## src/rtl/rx_escape_pkg.sv

```systemverilog
// rx_escape_pkg: shared types and defaults for the RX escape decoder.
//   state_t      decoder FSM states
//   ESC_DEFAULT  default escape symbol
package rx_escape_pkg;

    typedef enum logic {st_idle, st_escape} state_t;

    localparam logic [7:0] ESC_DEFAULT = 8'hB1;

endpackage

```

## src/rtl/rx_escape_fifo.sv

```systemverilog
// rx_escape_fifo: synchronous first-word-fall-through FIFO, W bits x DEPTH entries.
//   clk, rst_n  clock, asynchronous active-low reset
//   push, din   write strobe and data (ignored when full)
//   pop         read strobe (ignored when empty)
//   dout        head entry, zero while empty
//   level       occupancy; empty / full flags
module rx_escape_fifo #(
    parameter int W     = 9,
    parameter int DEPTH = 4
) (
    input  logic                         clk,
    input  logic                         rst_n,
    input  logic                         push,
    input  logic [W-1:0]                 din,
    input  logic                         pop,
    output logic [W-1:0]                 dout,
    output logic [$clog2(DEPTH+1)-1:0]   level,
    output logic                         empty,
    output logic                         full
);

    localparam int AW = $clog2(DEPTH);
    localparam int LW = $clog2(DEPTH+1);

    logic [W-1:0]  mem [DEPTH];
    logic [AW-1:0] wr_ptr, rd_ptr;
    logic          do_push, do_pop;

    assign empty   = level == '0;
    assign full    = level == LW'(DEPTH);
    assign do_push = push && !full;
    assign do_pop  = pop && !empty;
    assign dout    = empty ? '0 : mem[rd_ptr];

    always_ff @(posedge clk) begin
        if (do_push) mem[wr_ptr] <= din;
    end

    // DEPTH is a power of two, so pointers wrap without explicit compare
    always_ff @(posedge clk or negedge rst_n) begin
        if (!rst_n) begin
            wr_ptr <= '0;
            rd_ptr <= '0;
            level  <= '0;
        end else begin
            wr_ptr <= wr_ptr + AW'(do_push);
            rd_ptr <= rd_ptr + AW'(do_pop);
            level  <= level + LW'(do_push) - LW'(do_pop);
        end
    end

endmodule

```

## src/rtl/rx_escape_decoder.sv

```systemverilog
// rx_escape_decoder: strips ESC sequences from the UART-RX stream, tags commands,
// and queues decoded symbols for the debug TAP.
//   CLK_I, RST_NI   clock, asynchronous active-low reset
//   DATA_REC_I      UART-RX head symbol;  RX_EMPTY_I  UART-RX empty
//   READ_O          UART-RX pop strobe
//   READ_I          TAP pops queue head;  RX_EMPTY_O  queue empty
//   COMMAND_O       head is a command;    DATA_REC_O  head symbol
//   LEVEL_O         queue occupancy
//   ESC_TIMEOUT_O   pulse when a pending escape is abandoned
// Optional feature: define RX_ESC_TIMEOUT_EN to abandon an escape left pending
// for ESC_TIMEOUT cycles; otherwise it waits forever and ESC_TIMEOUT_O is 0.
module rx_escape_decoder
    import rx_escape_pkg::*;
#(
    parameter int               WIDTH       = 8,
    parameter logic [WIDTH-1:0] ESC         = WIDTH'(ESC_DEFAULT),
    parameter int               DEPTH       = 4,
    parameter int               ESC_TIMEOUT = 1024
) (
    input  logic                         CLK_I,
    input  logic                         RST_NI,
    input  logic [WIDTH-1:0]             DATA_REC_I,
    input  logic                         RX_EMPTY_I,
    output logic                         READ_O,
    input  logic                         READ_I,
    output logic                         RX_EMPTY_O,
    output logic                         COMMAND_O,
    output logic [WIDTH-1:0]             DATA_REC_O,
    output logic [$clog2(DEPTH+1)-1:0]   LEVEL_O,
    output logic                         ESC_TIMEOUT_O
);

    typedef struct packed {
        logic             cmd;
        logic [WIDTH-1:0] data;
    } entry_t;

    state_t state;
    entry_t push_entry, head;
    logic   full, push, is_esc;

    // no fall-through: a full queue blocks upstream even if the TAP pops this cycle
    assign READ_O     = !RX_EMPTY_I && !full;
    assign is_esc     = DATA_REC_I == ESC;
    assign push       = READ_O && (state == st_escape || !is_esc);
    assign push_entry = {state == st_escape && !is_esc, DATA_REC_I};
    assign COMMAND_O  = head.cmd;
    assign DATA_REC_O = head.data;

    rx_escape_fifo #(.W(WIDTH + 1), .DEPTH(DEPTH)) u_fifo (
        .clk   (CLK_I),
        .rst_n (RST_NI),
        .push  (push),
        .din   (push_entry),
        .pop   (READ_I),
        .dout  (head),
        .level (LEVEL_O),
        .empty (RX_EMPTY_O),
        .full  (full)
    );

`ifdef RX_ESC_TIMEOUT_EN
    localparam int CW = $clog2(ESC_TIMEOUT);

    logic [CW-1:0] cnt;

    // any upstream read clears the counter, which covers entry into st_escape;
    // a read in the expiry cycle takes priority over the timeout
    always_ff @(posedge CLK_I or negedge RST_NI) begin
        if (!RST_NI) begin
            state         <= st_idle;
            cnt           <= '0;
            ESC_TIMEOUT_O <= 1'b0;
        end else begin
            ESC_TIMEOUT_O <= 1'b0;
            if (READ_O) begin
                state <= (state == st_idle && is_esc) ? st_escape : st_idle;
                cnt   <= '0;
            end else if (state == st_escape) begin
                if (cnt == CW'(ESC_TIMEOUT - 1)) begin
                    state         <= st_idle;
                    ESC_TIMEOUT_O <= 1'b1;
                end else begin
                    cnt <= cnt + 1'b1;
                end
            end
        end
    end
`else
    assign ESC_TIMEOUT_O = 1'b0;

    always_ff @(posedge CLK_I or negedge RST_NI) begin
        if (!RST_NI) state <= st_idle;
        else if (READ_O) state <= (state == st_idle && is_esc) ? st_escape : st_idle;
    end
`endif

endmodule
```

## config.mk

```make
export PLATFORM = sky130hd
export DESIGN_NAME = rx_escape_decoder
export DESIGN_NICKNAME = d
export VERILOG_FILES = /design/src/rtl/rx_escape_pkg.sv /design/src/rtl/rx_escape_fifo.sv /design/src/rtl/rx_escape_decoder.sv
export SDC_FILE = /design/constraint.sdc
export NUM_CORES = 1
export LEC_CHECK = 0
export ABC_CLOCK_PERIOD_IN_PS = 2900
export CAP_MARGIN = 20
export CORE_UTILIZATION = 30
export CTS_BUF_LIST = sky130_fd_sc_hd__clkbuf_8
export DETAILED_ROUTE_END_ITERATION = 10
export PLACE_DENSITY = 0.47
export SYNTH_ARGS = -nofsm -noshare
export SYNTH_HDL_FRONTEND = slang
export SYNTH_SLANG_ARGS = --single-unit
```

## constraint.sdc

```tcl
create_clock -name CLK_I -period 2.9 [get_ports CLK_I]
set_input_delay 0.725 -clock CLK_I [delete_from_list [all_inputs] [get_ports CLK_I]]
set_output_delay 0.725 -clock CLK_I [all_outputs]
set_load 0.01 [all_outputs]
```

After elaboration in Yosys (flattened, before gate mapping)

Memories as Yosys holds them, arrays and structs flattened.
Cells that the tools add are included.

Flip-flop bits (word level): 8
Memory bits (writable): 36
Memories: 1

Memory list:

| name       | depth | width | rd ports | clocked after Yosys merged registers in | write ports | line                 | source |
|---|---|---|---|---|---|---|---|
| u_fifo.mem | 4     | 9     | 1        | 0                                       | 1           | rx_escape_fifo.sv:25 | `logic [W-1:0] mem [DEPTH];` |

$add $sub $neg: 4
Eq/ne operators: 2
Multiplexer cells: 4
Bitwise operators: 1
Reduce and logical (&&, ||, !) cells: 12

Operator list:

| operator             | number |
|---|---|
| $mux W9              | 1 |
| $eq A8 B8 Y1 const B | 1 |
| $logic_and A1 B1 Y1  | 6 |
| $add A2 B1 Y2        | 2 |
| $logic_not A1 Y1     | 4 |
| $add A3 B1 Y3        | 1 |
| $eq A3 B3 Y1 const B | 1 |
| $logic_not A3 Y1     | 1 |
| $mux W1              | 3 |
| $sub A3 B1 Y3        | 1 |
| $logic_or A1 B1 Y1   | 1 |
| $not A1 Y1           | 1 |

Depth between registers and ports, before layout

Gate-level depths: netlist of the first run.

Word-level depth: 7
Mapped depth: 10
Depth with buffers taken out: 9

By module

From an unflattened synthesis of the first run, not the netlist that was laid out.

Cell total of the unflattened synthesis: 98
Area total of the unflattened synthesis: 1823.0 µm²

By module, submodules not included:

| module            | instances | cells an instance | area an instance (µm²) | seq. area each (µm²) |
|---|---|---|---|---|
| rx_escape_fifo    | 1         | 86                | 1712.9                 | 1256.2 |
| rx_escape_decoder | 1         | 12                | 110.1                  | 25.0 |

Worst setup path before layout of the first run

OpenSTA, ideal clock, no wires.

Path type: input to register
Start point: in RX_EMPTY_I
End point: mem u_fifo.mem[2][0], enable pin
Library setup time: 403 ps
Arrival time: 2162 ps
Required time: 2497 ps
Path slack: 335 ps
Stages: 3
Buffers on the path: 1
Cells stage by stage: or2_0 clkbuf_1 nor4b_1

Word-level cells in the longest chain between the ends: 6

RTL lines:

| what                          | line                    | source |
|---|---|---|
| start, declared               | rx_escape_decoder.sv:23 | `input logic RX_EMPTY_I,` |
| $logic_not A1 Y1              | rx_escape_decoder.sv:43 | `assign READ_O = !RX_EMPTY_I && !full;` |
| $logic_and A1 B1 Y1           | rx_escape_decoder.sv:43 |  |
| $logic_and A1 B1 Y1           | rx_escape_decoder.sv:45 | `assign push = READ_O && (state == st_escape \|\| !is_esc);` |
| $logic_and A1 B1 Y1           | rx_escape_fifo.sv:31    | `assign do_push = push && !full;` |
| $mux W1                       | rx_escape_fifo.sv:36    | `if (do_push) mem[wr_ptr] <= din;` |
| $mux W1 (not written as such) | rx_escape_fifo.sv:36    |  |
| end, declared                 | rx_escape_fifo.sv:25    |  |

Every way passes these cells.

Final worst setup path of the first run

Start point: reg u_fifo.rd_ptr[0]
End point: out COMMAND_O

Word-level cells in the longest chain between the ends: 2

RTL lines:

| what                   | line                    | source |
|---|---|---|
| start, declared        | rx_escape_fifo.sv:26    | `logic [AW-1:0] wr_ptr, rd_ptr;` |
| start signal, assigned | rx_escape_fifo.sv:47    | `rd_ptr <= rd_ptr + AW'(do_pop);` |
| $mem_v2 Z4 W9          | -                       |  |
| $mux W9                | rx_escape_fifo.sv:33    | `assign dout = empty ? '0 : mem[rd_ptr];` |
| end, declared          | rx_escape_decoder.sv:27 | `output logic COMMAND_O,` |

Every way passes these cells.

==> flow_summary.ini, run 1 <==
[yosys]
yosysMostFrequentCell = sky130_fd_sc_hd__edfxtp_1
ys_dominant_reg_cell = sky130_fd_sc_hd__edfxtp_1
synth_area_sq_um = 1810
netlist-cell-type-count = 28
yosysTopAreaCell = sky130_fd_sc_hd__edfxtp_1
ys_seq_elements = 44
synth_area_leaders = sky130_fd_sc_hd__edfxtp_1, sky130_fd_sc_hd__mux4_2, sky130_fd_sc_hd__dfrtp_1
ys_top_cells_by_count = sky130_fd_sc_hd__edfxtp_1, sky130_fd_sc_hd__nor2b_1, sky130_fd_sc_hd__mux4_2
yosysTopAreaCellShare = 0.596
number_of_flops_mapped_to_enable_cells_by_yosys = 36
avgSynthCellArea_sq_um = 18.1
ys_async_sr_fraction = 0.182
yosys_synthesis_warning_count = 0
synth-seq-area-share = 0.706
post_synth_inst_count = 100
syn_nets = 117

[critical_path]
peak_fanout_along_the_critical_path = 10
worst-endpoint-arrival_ps = 2010
startpoint_class_of_the_critical_path = register
criticalPathCategory = reg -> out
worst_setup_path_end_kind = output port
timing.critical_path.required_ps = 2170

[timing]
report.final.slew_viol_count = 0
final_critical_period_ps = 2740
layout_worst_path_cycle_share = 0.943
fmax_ghz = 0.366
hold_slack_ps = 559
finalHoldViolations = 0
worst-slew-pin-transition_ps = 685
worst_slew_margin_rel = 0.542
finalClockSkew_ps = 3.65
setup_viol_count_final = 0
grt_setup_unrepaired = no
tns_ps = 0

[clock_tree]
clock_slew_at_reported_path_ffs_ps = 80
tritoncts_num_sinks = 44
max-clock-path-buffers = 2
cts_root_buf = sky130_fd_sc_hd__clkbuf_8
cts_tree = built
tritoncts.num_buffers = 5
ctsHoldBuffers = 0
clock_tree.htree_level_count = 2
clock_insertion_delay_worst_skew_ps = 290

[global_route]
maximum_number_of_pins_on_one_net_before_global_route_repair = 14
first_global_vias = 1030
number_of_antenna_violations_at_the_first_check_in_global_routing = 0
groute.layer.met1.usage = 0.145
wire_length_of_the_first_global_routing_pass_um = 5490
grt_util_all_layers = 0.122
busiest_layer = met2
grtUsageMet2 = 0.209
use_met3 = 0.0377
grt-ovfl-total = 0

[final_layout]
final-instance-count-excl-fill = 214
area_growth_syn_to_layout_pct = 29.8
finalNetCount = 158
post_route_cells_drive_above_1_share = 0.232
antennaDiodeCount = 0
finished_core_util = 0.415

[route]
detail-route-antenna-nets = 0
drt_first_pass_iters = 4
viasPerCell = 4.44
drc = 0
route.final.wire_length_um = 3400
post_drt_wl_per_cell_um = 15.9
drtIter0Drc = 26
num_vias = 950

[die]
fp.coreArea_sq_um = 5680
die_h_um = 79.8
boundaryPins = 27
start_util = 0.320
die_area_sq_um = 6360
floorplan.rows = 27
floorplan.die.width_um = 79.8

[placement]
hpwlAfterDp_um = 2380
io_buffers = 25
place_inst = 205
gp_congestion = 0.785

[power_and_ir_drop]
p_leak_uw = 0.000854
power-per-cell-area_nw_per_um2 = 981
irDropWorstVdd_v = 0.000332
total_chip_power_uw = 2310

[run]
maxCapViolCount = 0

[min_path]
min_path_type = reg -> reg

[status]
run_status = completed
kinds of logic (layout without fill, tap and decap cells):
group | after synthesis | after routing | share of synthesized area
buffers and inverters | 10 | 52 | 0.0234
XOR/XNOR | 4 | 4 | 0.0193
AND/OR/NAND/NOR | 25 | 25 | 0.0931
multiplexers | 9 | 9 | 0.112
AO/OA/AOI/OAI | 2 | 2 | 0.00551
adder cells (fa/ha/maj) | 5 | 5 | 0.0386
other | 1 | 1 | 0.00207
flip-flops | 44 | 44 | 0.706
registers in the layout, indices dropped and copies added, names as in the netlist:
| register | cells |
|---|---|
| state | 1 |
| u_fifo.mem | 36 |
| u_fifo.wr_ptr | 2 |
| u_fifo.rd_ptr | 2 |
| u_fifo.level | 3 |
repair_timing:
item / CTS / global route
buffers inserted: 0 / 0
endpoints found under the hold margin: 0 / 0
setup endpoints to repair: 0 / 1
gates resized for setup: 0 / 1
per-stage QoR:
step | setup WS [ps] | cell area, sq um
floorplan | 335 | 1810
global placement | -10.3 | 2240
detailed placement | -79.1 | 2240
CTS | 24.5 | 2350
global route | 51.3 | 2350
finish | 164 | 2350
final cells by class:
class / count / area [sq um]
inverter: 5 / 18.8
clock buffer: 5 / 68.8
tap: 72 / 90.1
sequential: 44 / 1280
timing repair buffer: 39 / 355
multi-input combinational: 46 / 503
clock inverter: 3 / 37.5
fill: 529 / 3320
critical path, stage by stage, from the launching register on:
cell and delay, ps:
sky130_fd_sc_hd__dfrtp_1 330, sky130_fd_sc_hd__buf_4 230, sky130_fd_sc_hd__mux4_2 530, sky130_fd_sc_hd__nor2b_1 140, sky130_fd_sc_hd__clkdlybuf4s50_1 480
placed cells by master (no fill, tap or decap):
cell,netlist,layout
sky130_fd_sc_hd__or4b_4,1,1
sky130_fd_sc_hd__xnor2_1,2,2
sky130_fd_sc_hd__xor2_1,2,2
sky130_fd_sc_hd__buf_4,1,13
sky130_fd_sc_hd__clkbuf_2,0,1
sky130_fd_sc_hd__or2_1,1,1
sky130_fd_sc_hd__nor2_1,1,1
sky130_fd_sc_hd__clkdlybuf4s50_1,0,24
sky130_fd_sc_hd__or2_0,1,1
sky130_fd_sc_hd__clkinv_1,0,2
sky130_fd_sc_hd__o21ai_1,1,1
sky130_fd_sc_hd__inv_1,5,5
sky130_fd_sc_hd__nand4b_1,1,1
sky130_fd_sc_hd__clkbuf_8,0,5
sky130_fd_sc_hd__conb_1,1,1
sky130_fd_sc_hd__nor4b_2,0,2
sky130_fd_sc_hd__nor3b_1,1,1
sky130_fd_sc_hd__mux4_2,9,9
sky130_fd_sc_hd__edfxtp_1,36,36
sky130_fd_sc_hd__nor2b_1,10,10
sky130_fd_sc_hd__ha_1,4,4
sky130_fd_sc_hd__bufinv_16,0,1
sky130_fd_sc_hd__dlymetal6s2s_1,0,1
sky130_fd_sc_hd__dfrtp_1,8,8
sky130_fd_sc_hd__or3_1,1,1
sky130_fd_sc_hd__nor3_2,1,1
sky130_fd_sc_hd__o21ai_0,1,1
sky130_fd_sc_hd__nor4_1,1,1
sky130_fd_sc_hd__nand2_1,1,1
sky130_fd_sc_hd__fa_1,1,1
sky130_fd_sc_hd__and2_1,1,1
sky130_fd_sc_hd__nor3_1,2,2
metal layers:
layer  part of all wire  routed length, um
met1               0.46               1570
met2               0.49               1680
met3              0.033                111
met4              0.013                 44
met5                  0                  0
final timing paths:
check / start / to / slack, ps / depth (start not counted)
setup / recovery: u_fifo.rd_ptr[0] / COMMAND_O / 160 / 4
hold / removal: u_fifo.wr_ptr[1] / u_fifo.wr_ptr[1] / 560 / 1
setup reg to reg: u_fifo.level[2] / u_fifo.level[2] / 650 / 10
hold reg to reg: u_fifo.wr_ptr[1] / u_fifo.wr_ptr[1] / 560 / 1
max in group asynchronous: RST_NI / u_fifo.rd_ptr[1] / 1900 / 1
min in group asynchronous: RST_NI / u_fifo.rd_ptr[0] / 720 / 1
power by group:
part / switching [uW] / total, uW / internal, uW
sequential: 105 / 952 / 847
clock: 203 / 454 / 251
combinational: 372 / 904 / 532
total: 680 / 2310 / 1630
(Power assumes the default switching activity.)
==> run 2, diff against run 1 <==
Settings changed: SLEW_MARGIN from default to 5.
==> results of run 2 <==
Same layout as run 1: the final DEF is identical, and so are final timing and power.
==> run 3, diff against run 2 <==
Settings changed: ABC_AREA from default to 1, SYNTH_HIERARCHICAL from default to 1.
==> run 3 against run 2 <==
Compared with the run above:
- clock skew grew 0.92 ps
- wire length rose by 25%
- first-iteration DRC count rose to 2.8 times the previous value
- largest cell class unchanged
==> flow_summary.ini, run 3 <==
[route]
num_vias = 1396
post_drt_wl_per_cell_um = 13.1
drc = 0
drtIter0Drc = 73
drt_first_pass_iters = 4
viasPerCell = 4.32
route.final.wire_length_um = 4240
detail-route-antenna-nets = 0
top_signal_layer_used = met4
met1_length_um = 2020
wl_met2_um = 2020
routed_met3_length_um = 119

[timing]
report.final.slew_viol_count = 0
setup_viol_count_final = 0
grt_setup_unrepaired = no
tns_ps = 0
finalClockSkew_ps = 4.56
finalHoldViolations = 0
fmax_ghz = 0.373
layout_worst_path_cycle_share = 0.925
final_critical_period_ps = 2680

[critical_path]
peak_fanout_along_the_critical_path = 3
worst_setup_path_end_kind = output port
worst-r2r-setup-slack_ps = 840
timing.critical_path.required_ps = 2170
startpoint_class_of_the_critical_path = primary input
worst-endpoint-arrival_ps = 1960
criticalPathCategory = in -> out

[yosys]
yosys_synthesis_warning_count = 6
number_of_flops_mapped_to_enable_cells_by_yosys = 36
yosysTopAreaCell = sky130_fd_sc_hd__edfxtp_1
netlist-cell-type-count = 21
yosysMostFrequentCell = sky130_fd_sc_hd__nand2_1
post_synth_inst_count = 207
synth-seq-area-share = 0.639
avgSynthCellArea_sq_um = 9.68
synth_area_sq_um = 2000
ys_top_cells_by_count = sky130_fd_sc_hd__nand2_1, sky130_fd_sc_hd__inv_1, sky130_fd_sc_hd__edfxtp_1
ys_seq_elements = 44
synth_area_leaders = sky130_fd_sc_hd__edfxtp_1, sky130_fd_sc_hd__nand2_1, sky130_fd_sc_hd__dfrtp_1
yosysTopAreaCellShare = 0.539
ys_dominant_reg_cell = sky130_fd_sc_hd__edfxtp_1
syn_nets = 222
ys_async_sr_fraction = 0.182

[global_route]
grt-ovfl-total = 0
grt_util_all_layers = 0.130
wire_length_of_the_first_global_routing_pass_um = 6670
maximum_number_of_pins_on_one_net_before_global_route_repair = 22
first_global_vias = 1323
number_of_antenna_violations_at_the_first_check_in_global_routing = 0

[placement]
hpwlAfterDp_um = 2870
io_buffers = 25
gp_congestion = 0.777

[die]
floorplan.rows = 29
boundaryPins = 27
die_area_sq_um = 7010
start_util = 0.314
fp.coreArea_sq_um = 6390
floorplan.die.width_um = 83.7
die_h_um = 83.7

[clock_tree]
tritoncts_num_sinks = 44
tritoncts.num_buffers = 5
cts-resized-gates = 0
ctsHoldBuffers = 0
postCtsSetupBuffers = 0
cts_root_buf = sky130_fd_sc_hd__clkbuf_8
clock_slew_at_reported_path_ffs_ps = 80
max-clock-path-buffers = 2
cts_tree = built
clock_tree.htree_level_count = 2
clock_insertion_delay_worst_skew_ps = 290

[power_and_ir_drop]
p_leak_uw = 0.00114
irDropWorstVdd_v = 0.000398
power-per-cell-area_nw_per_um2 = 954

[final_layout]
largest_registers_ranked_by_flip_flop_count = u_fifo/mem x36, u_fifo/level x3
top_register = u_fifo/mem
layout_commonest_cell = sky130_fd_sc_hd__nand2_1
area_growth_syn_to_layout_pct = 23.8
antennaDiodeCount = 0
largest_reg_flops = 36
finalNetCount = 260
layout_common_cells = sky130_fd_sc_hd__nand2_1, sky130_fd_sc_hd__inv_1, sky130_fd_sc_hd__edfxtp_1
post_route_cells_drive_above_1_share = 0.0894
finished_core_util = 0.389

[run]
maxCapViolCount = 0

[min_path]
min_path_type = reg -> reg

[status]
run_status = completed
[run 3: worst paths after layout]
path,from,to,cells after the start
max,RX_EMPTY_I,READ_O,3
max reg2reg,u_fifo/level[1],u_fifo/level[2],12
min,u_fifo/wr_ptr[1],u_fifo/wr_ptr[1],1
min in group asynchronous,RST_NI,u_fifo/level[1],1
min reg2reg,u_fifo/wr_ptr[1],u_fifo/wr_ptr[1],1
max in group asynchronous,RST_NI,u_fifo/level[2],1
[run 3: metrics by stage]
step	total power [uW]	instances	worst slack (ps)	instance area, sq um	hold WS [ps]
floorplan	1510	207	743	2000	429
global placement	2040	315	124	2400	490
detailed placement	2040	315	90.3	2400	499
CTS	2410	323	199	2480	514
global route	2550	323	176	2480	530
finish	2370	323	218	2480	510
[run 3: final cells by class]
cell class | count | area [sq um]
fill | 646 | 3900
inverter | 51 | 191
timing repair buffer | 36 | 333
sequential | 44 | 1280
clock inverter | 3 | 12.5
tap | 77 | 96.3
clock buffer | 5 | 68.8
multi-input combinational | 107 | 499
[run 3: cell families (layout without fill, tap and decap cells)]
group	after synthesis	after routing	share of synthesized area
compound gates	13	13	0.0325
xor+xnor	2	2	0.00874
fa+ha+maj	3	3	0.0225
buf+inv	56	95	0.112
flops	44	44	0.639
other cells	1	1	0.00187
simple gates	88	88	0.184
[run 3: where the power goes]
part           switching [uW]  internal [uW]  leakage, uW
clock network             203            162    0.0000505
logic                     602            489     0.000663
registers                64.8            848     0.000430
total                     870           1500      0.00114
[run 3: worst max-delay path: stages]
cell and delay (ps):
sky130_fd_sc_hd__clkdlybuf4s50_1 460, sky130_fd_sc_hd__nor2_2 210, sky130_fd_sc_hd__clkdlybuf4s50_1 560
[run 3: per-layer routing]
metal / track usage / vias to the layer above
met2: 0.206 / 21
met4: 0.0555 / 0
met1: 0.166 / 652
met5: 0 / -
li1: - / 716
met3: 0.0366 / 7
